### config.mk
export PLATFORM = sky130hd
export DESIGN_NAME = iterative_alu_flat
export DESIGN_NICKNAME = d
export VERILOG_FILES = /design/src/rtl/iterative_alu_if.sv /design/src/rtl/iterative_alu.sv /design/src/flat_wrapper.sv
export SDC_FILE = /design/constraint.sdc
export NUM_CORES = 1
export LEC_CHECK = 0
export ABC_AREA = 1
export CORE_MARGIN = 2
export CORE_UTILIZATION = 55
export CTS_BUF_LIST = sky130_fd_sc_hd__clkbuf_8 sky130_fd_sc_hd__clkbuf_16
export CTS_CLUSTER_SIZE = 10
export DETAILED_ROUTE_END_ITERATION = 10
export PLACE_DENSITY = 0.76
export SYNTH_ARGS = -nofsm -noshare
export SYNTH_HDL_FRONTEND = slang
export SYNTH_SLANG_ARGS = --single-unit
### constraint.sdc
create_clock -name clk -period 2.8 [get_ports clk]
set_input_delay 0.28 -clock clk [delete_from_list [all_inputs] [get_ports clk]]
set_output_delay 0.28 -clock clk [all_outputs]
set_load 0.01 [all_outputs]
### src/rtl/iterative_alu_if.sv
// Request/response bundle between the EX-stage issue logic and the iterative ALU.
// The ALU side uses the slave modport.
interface iterative_alu_if #(
    parameter int XLEN = 32
);
    logic            in_valid;
    logic            in_ready;
    logic [3:0]      alu_op;
    logic [XLEN-1:0] alu_in_1;
    logic [XLEN-1:0] alu_in_2;
    logic            out_valid;
    logic            out_ready;
    logic [XLEN-1:0] alu_result;
    logic            alu_zero;

    modport master (
        output in_valid, alu_op, alu_in_1, alu_in_2, out_ready,
        input  in_ready, out_valid, alu_result, alu_zero
    );

    modport slave (
        input  in_valid, alu_op, alu_in_1, alu_in_2, out_ready,
        output in_ready, out_valid, alu_result, alu_zero
    );
endinterface

### src/rtl/iterative_alu.sv
// Handshaked EX-stage ALU: single-cycle logic/shift/compare ops plus radix-2
// iterative MUL/MULHU/DIVU/REMU that run XLEN steps behind valid/ready.
module iterative_alu #(
    parameter int XLEN      = 32,
    parameter bit EN_MULDIV = 1'b1
) (
    input  logic           clk,
    input  logic           reset,
    input  logic           flush,
    iterative_alu_if.slave bus
);
    localparam int SHW = $clog2(XLEN);

    typedef enum logic [1:0] {IDLE, BUSY, DONE} state_t;

    state_t state, state_next;

    logic [SHW-1:0]    counter;
    logic [1:0]        op_sel;
    logic [2*XLEN-1:0] acc;
    logic [XLEN-1:0]   rem;
    logic [XLEN-1:0]   opb;
    logic [XLEN-1:0]   result_q;
    logic              zero_q;

    logic              accept;
    logic              is_iter;
    logic [SHW-1:0]    shamt;
    logic [XLEN-1:0]   comb_result;
    logic [XLEN:0]     mul_sum;
    logic [XLEN:0]     rem_shift;
    logic [XLEN:0]     diff;
    logic [2*XLEN-1:0] acc_step;
    logic [XLEN-1:0]   rem_step;
    logic [XLEN-1:0]   iter_result;

    assign is_iter = EN_MULDIV && (bus.alu_op >= 4'd10) && (bus.alu_op <= 4'd13);
    assign shamt   = bus.alu_in_2[SHW-1:0];

    always_comb begin
        comb_result = '0;
        case (bus.alu_op)
            4'd0: comb_result = bus.alu_in_1 + bus.alu_in_2;
            4'd1: comb_result = bus.alu_in_1 - bus.alu_in_2;
            4'd2: comb_result = bus.alu_in_1 & bus.alu_in_2;
            4'd3: comb_result = bus.alu_in_1 | bus.alu_in_2;
            4'd4: comb_result = bus.alu_in_1 ^ bus.alu_in_2;
            4'd5: comb_result = bus.alu_in_1 << shamt;
            4'd6: comb_result = bus.alu_in_1 >> shamt;
            4'd7: comb_result = $unsigned($signed(bus.alu_in_1) >>> shamt);
            4'd8: comb_result = {{(XLEN-1){1'b0}}, ($signed(bus.alu_in_1) < $signed(bus.alu_in_2))};
            4'd9: comb_result = {{(XLEN-1){1'b0}}, (bus.alu_in_1 < bus.alu_in_2)};
            default: comb_result = '0;
        endcase
    end

    // Multiply keeps the multiplier in acc's low half and shifts the product in
    // from the top; divide keeps the dividend/quotient in acc's low half.
    always_comb begin
        mul_sum   = {1'b0, acc[2*XLEN-1:XLEN]} + (acc[0] ? {1'b0, opb} : '0);
        rem_shift = {rem, acc[XLEN-1]};
        diff      = rem_shift - {1'b0, opb};
        if (op_sel[1]) begin
            acc_step = {mul_sum, acc[XLEN-1:1]};
            rem_step = rem;
        end else begin
            acc_step = {acc[2*XLEN-1:XLEN], acc[XLEN-2:0], ~diff[XLEN]};
            rem_step = diff[XLEN] ? rem_shift[XLEN-1:0] : diff[XLEN-1:0];
        end
        case (op_sel)
            2'b10:   iter_result = acc_step[XLEN-1:0];
            2'b11:   iter_result = acc_step[2*XLEN-1:XLEN];
            2'b00:   iter_result = acc_step[XLEN-1:0];
            default: iter_result = rem_step;
        endcase
    end

    always_ff @(posedge clk) begin
        if (reset) begin
            state <= IDLE;
        end else begin
            state <= state_next;
        end
    end

    always_comb begin
        state_next = state;
        if (flush) begin
            state_next = IDLE;
        end else begin
            case (state)
                IDLE, DONE: begin
                    if (accept) begin
                        state_next = is_iter ? BUSY : DONE;
                    end else if (state == DONE && bus.out_ready) begin
                        state_next = IDLE;
                    end
                end
                BUSY: begin
                    if (counter == '0) begin
                        state_next = DONE;
                    end
                end
                default: state_next = IDLE;
            endcase
        end
    end

    always_comb begin
        bus.in_ready   = !reset && !flush &&
                         (state == IDLE || (state == DONE && bus.out_ready));
        bus.out_valid  = (state == DONE);
        bus.alu_result = result_q;
        bus.alu_zero   = zero_q;
        accept         = bus.in_valid && bus.in_ready;
    end

    // A flush mid-BUSY freezes the datapath; alu_result keeps its old value.
    always_ff @(posedge clk) begin
        if (reset) begin
            counter  <= '0;
            op_sel   <= '0;
            acc      <= '0;
            rem      <= '0;
            opb      <= '0;
            result_q <= '0;
            zero_q   <= 1'b0;
        end else if (accept) begin
            if (is_iter) begin
                counter <= SHW'(XLEN - 1);
                op_sel  <= bus.alu_op[1:0];
                rem     <= '0;
                if (bus.alu_op[1]) begin
                    acc <= {{XLEN{1'b0}}, bus.alu_in_2};
                    opb <= bus.alu_in_1;
                end else begin
                    acc <= {{XLEN{1'b0}}, bus.alu_in_1};
                    opb <= bus.alu_in_2;
                end
            end else begin
                result_q <= comb_result;
                zero_q   <= (comb_result == '0);
            end
        end else if (state == BUSY && !flush) begin
            acc     <= acc_step;
            rem     <= rem_step;
            counter <= counter - SHW'(1);
            if (counter == '0) begin
                result_q <= iter_result;
                zero_q   <= (iter_result == '0);
            end
        end
    end
endmodule

### src/flat_wrapper.sv
// flat-port wrapper written by rule: the top's interface ports become plain ports
module iterative_alu_flat 
#(
    parameter int XLEN      = 32,
    parameter bit EN_MULDIV = 1'b1
)
  (clk, reset, flush, bus_in_valid, bus_alu_op, bus_alu_in_1, bus_alu_in_2, bus_out_ready, bus_in_ready, bus_out_valid, bus_alu_result, bus_alu_zero);
  iterative_alu_if #(.XLEN(XLEN)) bus_i ();
  input  logic clk;
  input  logic reset;
  input  logic flush;
  input wire logic [$bits(bus_i.in_valid)-1:0] bus_in_valid;
  input wire logic [$bits(bus_i.alu_op)-1:0] bus_alu_op;
  input wire logic [$bits(bus_i.alu_in_1)-1:0] bus_alu_in_1;
  input wire logic [$bits(bus_i.alu_in_2)-1:0] bus_alu_in_2;
  input wire logic [$bits(bus_i.out_ready)-1:0] bus_out_ready;
  output wire logic [$bits(bus_i.in_ready)-1:0] bus_in_ready;
  output wire logic [$bits(bus_i.out_valid)-1:0] bus_out_valid;
  output wire logic [$bits(bus_i.alu_result)-1:0] bus_alu_result;
  output wire logic [$bits(bus_i.alu_zero)-1:0] bus_alu_zero;
  assign bus_i.in_valid = bus_in_valid;
  assign bus_i.alu_op = bus_alu_op;
  assign bus_i.alu_in_1 = bus_alu_in_1;
  assign bus_i.alu_in_2 = bus_alu_in_2;
  assign bus_i.out_ready = bus_out_ready;
  assign bus_in_ready = bus_i.in_ready;
  assign bus_out_valid = bus_i.out_valid;
  assign bus_alu_result = bus_i.alu_result;
  assign bus_alu_zero = bus_i.alu_zero;
  iterative_alu #(.XLEN(XLEN), .EN_MULDIV(EN_MULDIV)) u_core (.clk(clk), .reset(reset), .flush(flush), .bus(bus_i));
endmodule
==> results of run 1 <==
## per-stage QoR
stage | std cells | setup TNS [ns]
after floorplan | 4669 | 0
after global placement | 6041 | -18.66
after detailed placement | 6041 | -19.47
after CTS | 6101 | -1.30
## routing by layer
metal  track usage [%]  GRT overflow
met3              77.5            27
met2              98.0           233
met4              86.5           138
met5              53.8             2
met1              84.6            19
## cells by family after synthesis
group	count (synthesis)
simple gates	2771
buf+inv	855
compound gates	668
fa+ha+maj	170
flops	170
xor+xnor	33
mux	2
## timing repair
item / in CTS
setup buffers: 27
setup endpoints to repair: 44
gates resized for setup: 388
hold buffers: 0
pin swaps: 74
cloned: 1
hold endpoints to repair: 0
==> impl_metrics.csv, run 1 <==
group,metric,value,unit
status,status,"stopped before the end",
status,lastStage,"5_1_grt",
status,stop_error,"[ERROR GRT-0232] Routing congestion too high. Check the congestion heatmap in the GUI.",
logic_synthesis,synth_compound_area_share,15.7,%
logic_synthesis,synth_flop_cell,"dfxtp_1",
logic_synthesis,ys_seq_elements,170,
logic_synthesis,synth_top_cells_by_count,"1756 x nand2_1, 634 x inv_1, 518 x nand3_1",
logic_synthesis,synth_top_family_by_area,"simple AND/OR/NAND/NOR gates",
global_route,overflow,419,
floorplan,ios,108,
logic_synthesis,post-synth-top-area-cell,"nand2_1",
logic_synthesis,synth_area_leaders,"nand2_1 27%, dfxtp_1 14%, nand3_1 11%",
logic_synthesis,synth_nets,4912,
place,dpl_cell_area,0.0323,mm2
clock_network,htree_levels,4,
logic_synthesis,synth-xor-area-share,1.18,%
sta,worst_endpoint,"u_core.bus.alu_result[11]$_SDFFE_PP0P_/D",
place,dp_slack,-0.932,ns
logic_synthesis,synthCells,4669,
clock_network,clock-root-buffer,"clkbuf_16",
clock_network,cts_sinks,170,
logic_synthesis,synth.most_common_cell,"nand2_1",
logic_synthesis,ys_warn_count,0,
global_route,grt_use_total,86.2,%
logic_synthesis,yosysSeqAreaShare,13.9,%
floorplan,num_rows,77,
floorplan,die_y,215,um
floorplan,dieWidth,215,um
clock_network,clockBufferDepth,2,
sta,worst_path_end_type,"register data pin",
logic_synthesis,yosysUniqueCellTypes,51,
logic_synthesis,synth_top_cell_area_share,26.9,%
place,place_congestion,1.20,
logic_synthesis,synth_edf_count,0,
logic_synthesis,muxShareOfSynthArea,0.0818,%
logic_synthesis,synth.avg_cell_area,5.24,um2
clock_network,cts_made_buffers,17,
place,dp_hpwl,101,mm
floorplan,initial_core_util,55.6,%
logic_synthesis,synthArstFlopShare,0,%
place,port_buffers,107,
logic_synthesis,synthAdderAreaFrac,8.81,%
logic_synthesis,yosys.area_share.simple,46.9,%
global_route,grt_start_max_net_pins,101,
logic_synthesis,netlist_area,0.0245,mm2
==> run 2, diff against run 1 <==
Settings changed: CORE_UTILIZATION 55 to 40, CTS_BUF_LIST sky130_fd_sc_hd__clkbuf_8 sky130_fd_sc_hd__clkbuf_16 to default, CTS_CLUSTER_SIZE 10 to default, PLACE_DENSITY 0.76 to default, PLACE_DENSITY_LB_ADDON from default to 0.15.
Clock period 2.8 ns to 3.64 ns, I/O delays scaled along.
==> run 2 against run 1 <==
  * The run now ends clean
  * Synthesized cell count is the same
  * Synthesized area unchanged
==> impl_metrics.csv, run 2 <==
group,metric,value,unit
status,status,"completed",
cells_and_area,post-route-cell-area,0.0304,mm2
logic_synthesis,yosys.area_share.simple,46.9,%
place,dp_hpwl,108,mm
global_route,grt_use_total,40.0,%
detailed_routing,ant_nets,0,
logic_synthesis,ys_seq_elements,170,
logic_synthesis,synth_edf_count,0,
clock_network,cts_resized,0,
critical_path,critPathRequiredTime,3.94,ns
logic_synthesis,synth_flop_cell,"dfxtp_1",
sta,timing.hold.ws,0.267,ns
logic_synthesis,synth_top_family_by_area,"simple AND/OR/NAND/NOR gates",
logic_synthesis,yosysSeqAreaShare,13.9,%
power,p_leak,16.2,nW
logic_synthesis,ys_warn_count,0,
cells_and_area,drive_above_1_share,12.0,%
worst_hold_path,hp-class,"in2reg",
cells_and_area,largest_reg_flops,64,
floorplan,initial_core_util,40.5,%
place,placed_cells,5866,
sta,finClkSkew,0.0149,ns
detailed_routing,dr_wl_met3,9.29,mm
detailed_routing,dr.pass1.iters,7,
logic_synthesis,synthAdderAreaFrac,8.81,%
clock_network,cts_setup_buffers,0,
place,port_buffers,107,
clock_network,clk_latency,0.47,ns
sta,fin_ws,0.149,ns
logic_synthesis,synth_top_cells_by_count,"1756 x nand2_1, 634 x inv_1, 518 x nand3_1",
critical_path,crit_fanout,3,
detailed_routing,viasPerCell,5.49,
clock_network,clk_pin_slew,0.08,ns
sta,relSlewSlack,19.9,%
global_route,grt_first_pass_wirelength,189,mm
sta,worst_pin_slew,1.20,ns
power,peakVddDrop,0.301,mV
detailed_routing,wl_met2,56.1,mm
clock_network,htree_levels,4,
cells_and_area,diodes,0,
logic_synthesis,synth-xor-area-share,1.18,%
critical_path,worstPathArrival,3.79,ns
clock_network,clockBufferDepth,2,
critical_path,endpoint,"u_core.bus.alu_result[26]$_SDFFE_PP0P_",
sta,fin_crit_sh,95.9,%
logic_synthesis,synth_compound_area_share,15.7,%
sta,setup_tns,0,ns
cells_and_area,top_register,"u_core.acc",
global_route,overflow,0,
critical_path,worst-r2r-cell-count,18,
cells_and_area,syn_to_final_growth,24.2,%
global_route,antenna_found_initial,0,
sta,finalHoldViolations,0,
detailed_routing,top_layer_used,"met4",
power,finalPower,7.46,mW
critical_path,r2r_end,"u_core.bus.alu_result[26]$_SDFFE_PP0P_",
power,power.density,245,mW/mm2
run,max_cap_violations,0,
critical_path,critical_path_class,"reg2reg",
clock_network,clock-root-buffer,"clkbuf_16",
critical_path,rr_startpoint,"u_core.acc[31]$_SDFFE_PP0P_",
cells_and_area,mostFrequentLayoutCell,"nand2_1",
clock_network,cts_tree,"yes",
critical_path,cp-start-kind,"flop",
detailed_routing,wirelength_met1,53.1,mm
logic_synthesis,synth_nets,4912,
place,dp_slack,-0.284,ns
clock_network,cts_made_buffers,17,
logic_synthesis,synth_top_cell_area_share,26.9,%
cells_and_area,final_core_util,50.3,%
floorplan,ios,108,
cells_and_area,fillers,6753,
floorplan,core,0.0605,mm2
logic_synthesis,synth_area_leaders,"nand2_1 27%, dfxtp_1 14%, nand3_1 11%",
cells_and_area,fin_cells,5898,
critical_path,cp-startpoint,"u_core.acc[31]$_SDFFE_PP0P_",
logic_synthesis,synth.avg_cell_area,5.24,um2
logic_synthesis,post-synth-top-area-cell,"nand2_1",
logic_synthesis,muxShareOfSynthArea,0.0818,%
logic_synthesis,yosysUniqueCellTypes,51,
floorplan,die_area,0.0632,mm2
sta,max_freq,286,MHz
cells_and_area,mostFrequentLayoutCells,"1756 x nand2_1, 632 x inv_1, 517 x nand3_1",
sta,rsz0062_at_grt,"false",
clock_network,cts_sinks,170,
sta,setup_viol,0,
logic_synthesis,synthCells,4669,
floorplan,num_rows,90,
critical_path,critPathCaptureType,"flop",
place,dpl_cell_area,0.0297,mm2
sta,drv_slew,0,
cells_and_area,finalNetCount,5346,
detailed_routing,wire_per_inst,21.9,um
logic_synthesis,netlist_area,0.0245,mm2
detailed_routing,wirelength,129,mm
detailed_routing,dr_total_vias,32402,
sta,min_period,3.49,ns
critical_path,regToRegSetupSlack,0.15,ns
global_route,grt_pass1_vias,30141,
global_route,grt_start_max_net_pins,101,
detailed_routing,drt_iter0_markers,3564,
place,place_congestion,1.11,
detailed_routing,drc,0,
floorplan,dieWidth,251,um
logic_synthesis,synthArstFlopShare,0,%
logic_synthesis,synth.most_common_cell,"nand2_1",
clock_network,cts_hold_buf,0,
floorplan,die_y,251,um
## run 2: cell families after synthesis
group           count (synthesis)
fa+ha+maj                     170
flops                         170
buf+inv                       855
simple gates                 2771
compound gates                668
mux                             2
xor+xnor                       33
## run 2: how the worst min path moves through the flow
stage	slack, ns	to	start	depth (start not counted)
2_1_floorplan	0.44	u_core.acc[32]$_SDFFE_PP0P_	u_core.acc[32]$_SDFFE_PP0P_	2
3_3_place_gp	0.45	u_core.acc[32]$_SDFFE_PP0P_	u_core.acc[32]$_SDFFE_PP0P_	2
3_5_place_dp	0.46	u_core.bus.alu_result[6]$_SDFFE_PP0P_	u_core.bus.alu_result[6]$_SDFFE_PP0P_	2
4_1_cts	0.25	u_core.rem[3]$_SDFFE_PP0P_	reset	2
5_1_grt	0.28	u_core.bus.alu_result[2]$_SDFFE_PP0P_	reset	2
6_report	0.27	u_core.bus.alu_result[0]$_SDFFE_PP0P_	reset	2
## run 2: layout make-up
type / count / area [um2] / area share [%]
tap: 782 / 978 / 3.22
multi-input combinational: 3644 / 17900 / 58.7
timing repair buffer: 622 / 5110 / 16.8
clock inverter: 12 / 148 / 0.486
sequential: 170 / 3410 / 11.2
clock buffer: 20 / 467 / 1.54
inverter: 648 / 2430 / 8.00
## run 2: critical path, stage by stage (launching register included)
cell and delay, ns:
dfxtp_1 0.34, inv_1 0.10, ha_1 0.20, inv_1 0.13, fa_1 0.29, nand2_1 0.10
nand2_1 0.11, nand3_1 0.07, nand2_1 0.11, nand2_1 0.06, nand2_1 0.12, nand2_1 0.14
o21ai_0 0.40, xnor2_1 0.18, nand2_1 0.09, nand3_1 0.16, nand2_1 0.13, o21ai_0 0.46
a21oi_1 0.12
## run 2: where the power goes
part / leakage (nW) / switching, mW / total [mW] / internal, mW
Sequential: 1.37 / 0.0304 / 1.91 / 1.88
Clock: 0.300 / 0.923 / 1.96 / 1.03
Combinational: 14.5 / 2.31 / 3.59 / 1.28
Total: 16.2 / 3.26 / 7.46 / 4.20
## run 2: routing by layer
| layer | GRT usage, % | up-vias |
|---|---|---|
| li1 | - | 15846 |
| met1 | 51.3 | 14695 |
| met2 | 62.9 | 1540 |
| met3 | 3.34 | 321 |
| met4 | 29.4 | 0 |
| met5 | 0 | - |
Power figures use the tool's default switching activity.
==> run 3, diff against run 2 <==
--- a/config.mk
+++ b/config.mk
@@ -10,5 +10,7 @@
 export CORE_UTILIZATION = 40
 export DETAILED_ROUTE_END_ITERATION = 10
+export GPL_TIMING_DRIVEN = 0
 export PLACE_DENSITY_LB_ADDON = 0.15
+export REMOVE_ABC_BUFFERS = 1
 export SYNTH_ARGS = -nofsm -noshare
 export SYNTH_HDL_FRONTEND = slang
==> constraint.sdc (replaced) <==
create_clock -name clk -period 3.64 [get_ports clk]
set_input_delay 0.728 -clock clk [delete_from_list [all_inputs] [get_ports clk]]
set_output_delay 0.728 -clock clk [all_outputs]
set_load 0.01 [all_outputs]
==> run 3 against run 2 <==
  * The flow now finishes with violations (negative setup slack)
  * Maximum frequency shrank 5.4%
  * Critical path depth rose by 1
  * Wire length fell by 5.1%
  * Final cell count is 7.8% lower
  * Total power shrank 5.4%
  * Sequential share of layout area increased by 1.1 points
  * Largest cell class unchanged
  * Clock skew up 0.0092 ns
  * Register-to-register slack worse by 0.15 ns
  * Via count decreased by 5.8%
==> impl_metrics.csv, run 3 (synthesis results as in run 2) <==
group,metric,value,unit
status,status,"finished with violations",
status,failed_checks,"negative setup slack",
sta,relSlewSlack,30.7,%
sta,fin_crit_sh,101,%
power,power.density,254,mW/mm2
cells_and_area,top_register,"u_core.acc",
global_route,antenna_found_initial,1,
clock_network,cts_hold_buf,0,
floorplan,initial_core_util,40.5,%
critical_path,crit_buf_inv,4,
cells_and_area,mostFrequentLayoutCells,"1738 x nand2_1, 623 x inv_1, 511 x nand3_1",
clock_network,htree_levels,4,
power,p_leak,14.2,nW
place,placed_cells,5368,
floorplan,core,0.0605,mm2
sta,min_period,3.69,ns
cells_and_area,diodes,0,
critical_path,cp_cell_sequence,"clkdlybuf4s50_1, inv_1, nand2_1, inv_1, nand2_2, o22ai_1, a21oi_2, nand2_1, nor2_1, nand2_1, nor2_1, nand2_1, nor2_1, nand2_1, nor2_1, nand3_1, nand2_1, inv_1, a21oi_2",
power,peakVddDrop,0.387,mV
sta,worst_pin_slew,1.03,ns
cells_and_area,mostFrequentLayoutCell,"nand2_1",
critical_path,slowest_stage,"clkdlybuf4s50_1",
cells_and_area,syn_to_final_growth,13.6,%
clock_network,cts_tree,"yes",
global_route,grt_start_max_net_pins,99,
detailed_routing,dr.pass1.iters,6,
cells_and_area,finalNetCount,4885,
floorplan,num_rows,90,
place,dp_hpwl,97.5,mm
critical_path,worstPathArrival,4.11,ns
sta,finalHoldViolations,0,
floorplan,dieWidth,251,um
detailed_routing,drc,0,
critical_path,timing.critical_path.slowest_cell_delay,0.55,ns
floorplan,die_y,251,um
detailed_routing,wirelength,123,mm
cells_and_area,post-route-cell-area,0.0278,mm2
cells_and_area,fin_cells,5437,
critical_path,worst_path_most_repeated_cell,"nand2_1",
clock_network,cts_sinks,170,
cells_and_area,drive_above_1_share,6.62,%
run,max_cap_violations,0,
critical_path,critPathCaptureType,"flop",
sta,finClkSkew,0.0241,ns
floorplan,ios,108,
global_route,grt_use_total,37.8,%
clock_network,clock-root-buffer,"clkbuf_16",
sta,setup_tns,-0.0514,ns
detailed_routing,ant_nets,0,
place,place_congestion,1.03,
clock_network,clk_pin_slew,0.07,ns
cells_and_area,multiInputGateArea,0.0185,mm2
critical_path,critPathRequiredTime,4.06,ns
sta,rsz0062_at_grt,"true",
cells_and_area,regArea,0.00344,mm2
floorplan,die_area,0.0632,mm2
critical_path,critical_path_class,"in2reg",
critical_path,cp-start-kind,"input port",
global_route,grt_pass1_vias,27640,
place,port_buffers,107,
cells_and_area,largest_reg_flops,64,
sta,setup_viol,1,
sta,drv_slew,0,
cells_and_area,fillers,6904,
clock_network,clk_latency,0.50,ns
clock_network,cts_made_buffers,17,
sta,fin_ws,-0.0514,ns
worst_hold_path,hp-class,"reg2reg",
clock_network,clockBufferDepth,2,
place,dpl_cell_area,0.0261,mm2
sta,max_freq,271,MHz
detailed_routing,viasPerCell,5.61,
detailed_routing,drt_iter0_markers,3168,
detailed_routing,wire_per_inst,22.6,um
detailed_routing,dr_total_vias,30508,
critical_path,crit_fanout,17,
global_route,grt_first_pass_wirelength,178,mm
critical_path,cpLargestDelayFamily,"simple AND/OR/NAND/NOR gates",
global_route,overflow,0,
-- run 3: final timing paths --
check,slack [ns],to,startpoint,cells past startpoint
worst max-delay path,-0.05,u_core.bus.alu_zero$_SDFFE_PP0P_,bus_alu_op[3],19
worst min-delay path,0.47,u_core.bus.alu_result[10]$_SDFFE_PP0P_,u_core.bus.alu_result[10]$_SDFFE_PP0P_,2
worst max register to register,0,u_core.bus.alu_result[8]$_SDFFE_PP0P_,u_core.opb[30]$_SDFFE_PP0P_,16
worst min register to register,0.47,u_core.bus.alu_result[10]$_SDFFE_PP0P_,u_core.bus.alu_result[10]$_SDFFE_PP0P_,2
-- run 3: layout make-up --
cell class | count | share of cell area, %
multi-input combinational | 3647 | 66.6
sequential | 170 | 12.4
inverter | 648 | 9.08
timing repair buffer | 155 | 6.18
tap | 782 | 3.52
clock buffer | 17 | 1.53
clock inverter | 15 | 0.603
timing repair inverter | 3 | 0.0810
-- run 3: power by group --
group / switching [mW] / internal [mW] / leakage, nW
Clock: 0.995 / 1.03 / 0.292
Sequential: 0.0410 / 1.88 / 1.38
Combinational: 2.19 / 0.921 / 12.5
Total: 3.23 / 3.83 / 14.2
-- run 3: layer usage --
layer | wire (um) | up-vias | GRT usage [%]
met4 | 10100 | 0 | 26.7
met1 | 50600 | 13963 | 48.1
li1 | - | 14927 | -
met2 | 53500 | 1295 | 59.7
met3 | 8590 | 323 | 4.08
met5 | 0 | - | 0
-- run 3: per-stage QoR --
stage          setup WS, ns  hold slack (ns)  power, mW  utilization [%]
6_report            -0.0514            0.465       7.06             46.0
5_1_grt             -0.0291            0.489       7.42             46.0
4_1_cts             -0.0887            0.466       6.84             44.7
3_5_place_dp          -3.27            0.455       4.80             43.1
3_3_place_gp         -18.21            0.452       4.80             42.5
2_1_floorplan         -4.72            0.438       3.72                -
-- run 3: timing repair --
action                                  in CTS  in global routing
pin swaps                                    1                  9
resized for setup                          137                169
cloned                                       4                  4
endpoints found under the setup margin     112                 36
buffers inserted                            13                 16
-- run 3: worst reg2reg max path, stage by stage (launching register included) --
cell and delay, ns:
dfxtp_1 0.73, inv_1 0.12, ha_1 0.37, nand2_1 0.14, a21oi_1 0.05, nor2_1 0.10, nand2_1 0.10, a21oi_4 0.27
nand2_4 0.12, nand2_2 0.19, nand2_8 0.14, nand2_1 0.08, o21ai_0 0.12, nand2_2 0.17, nand3_2 0.21, o211ai_1 0.47
a21oi_1 0.11
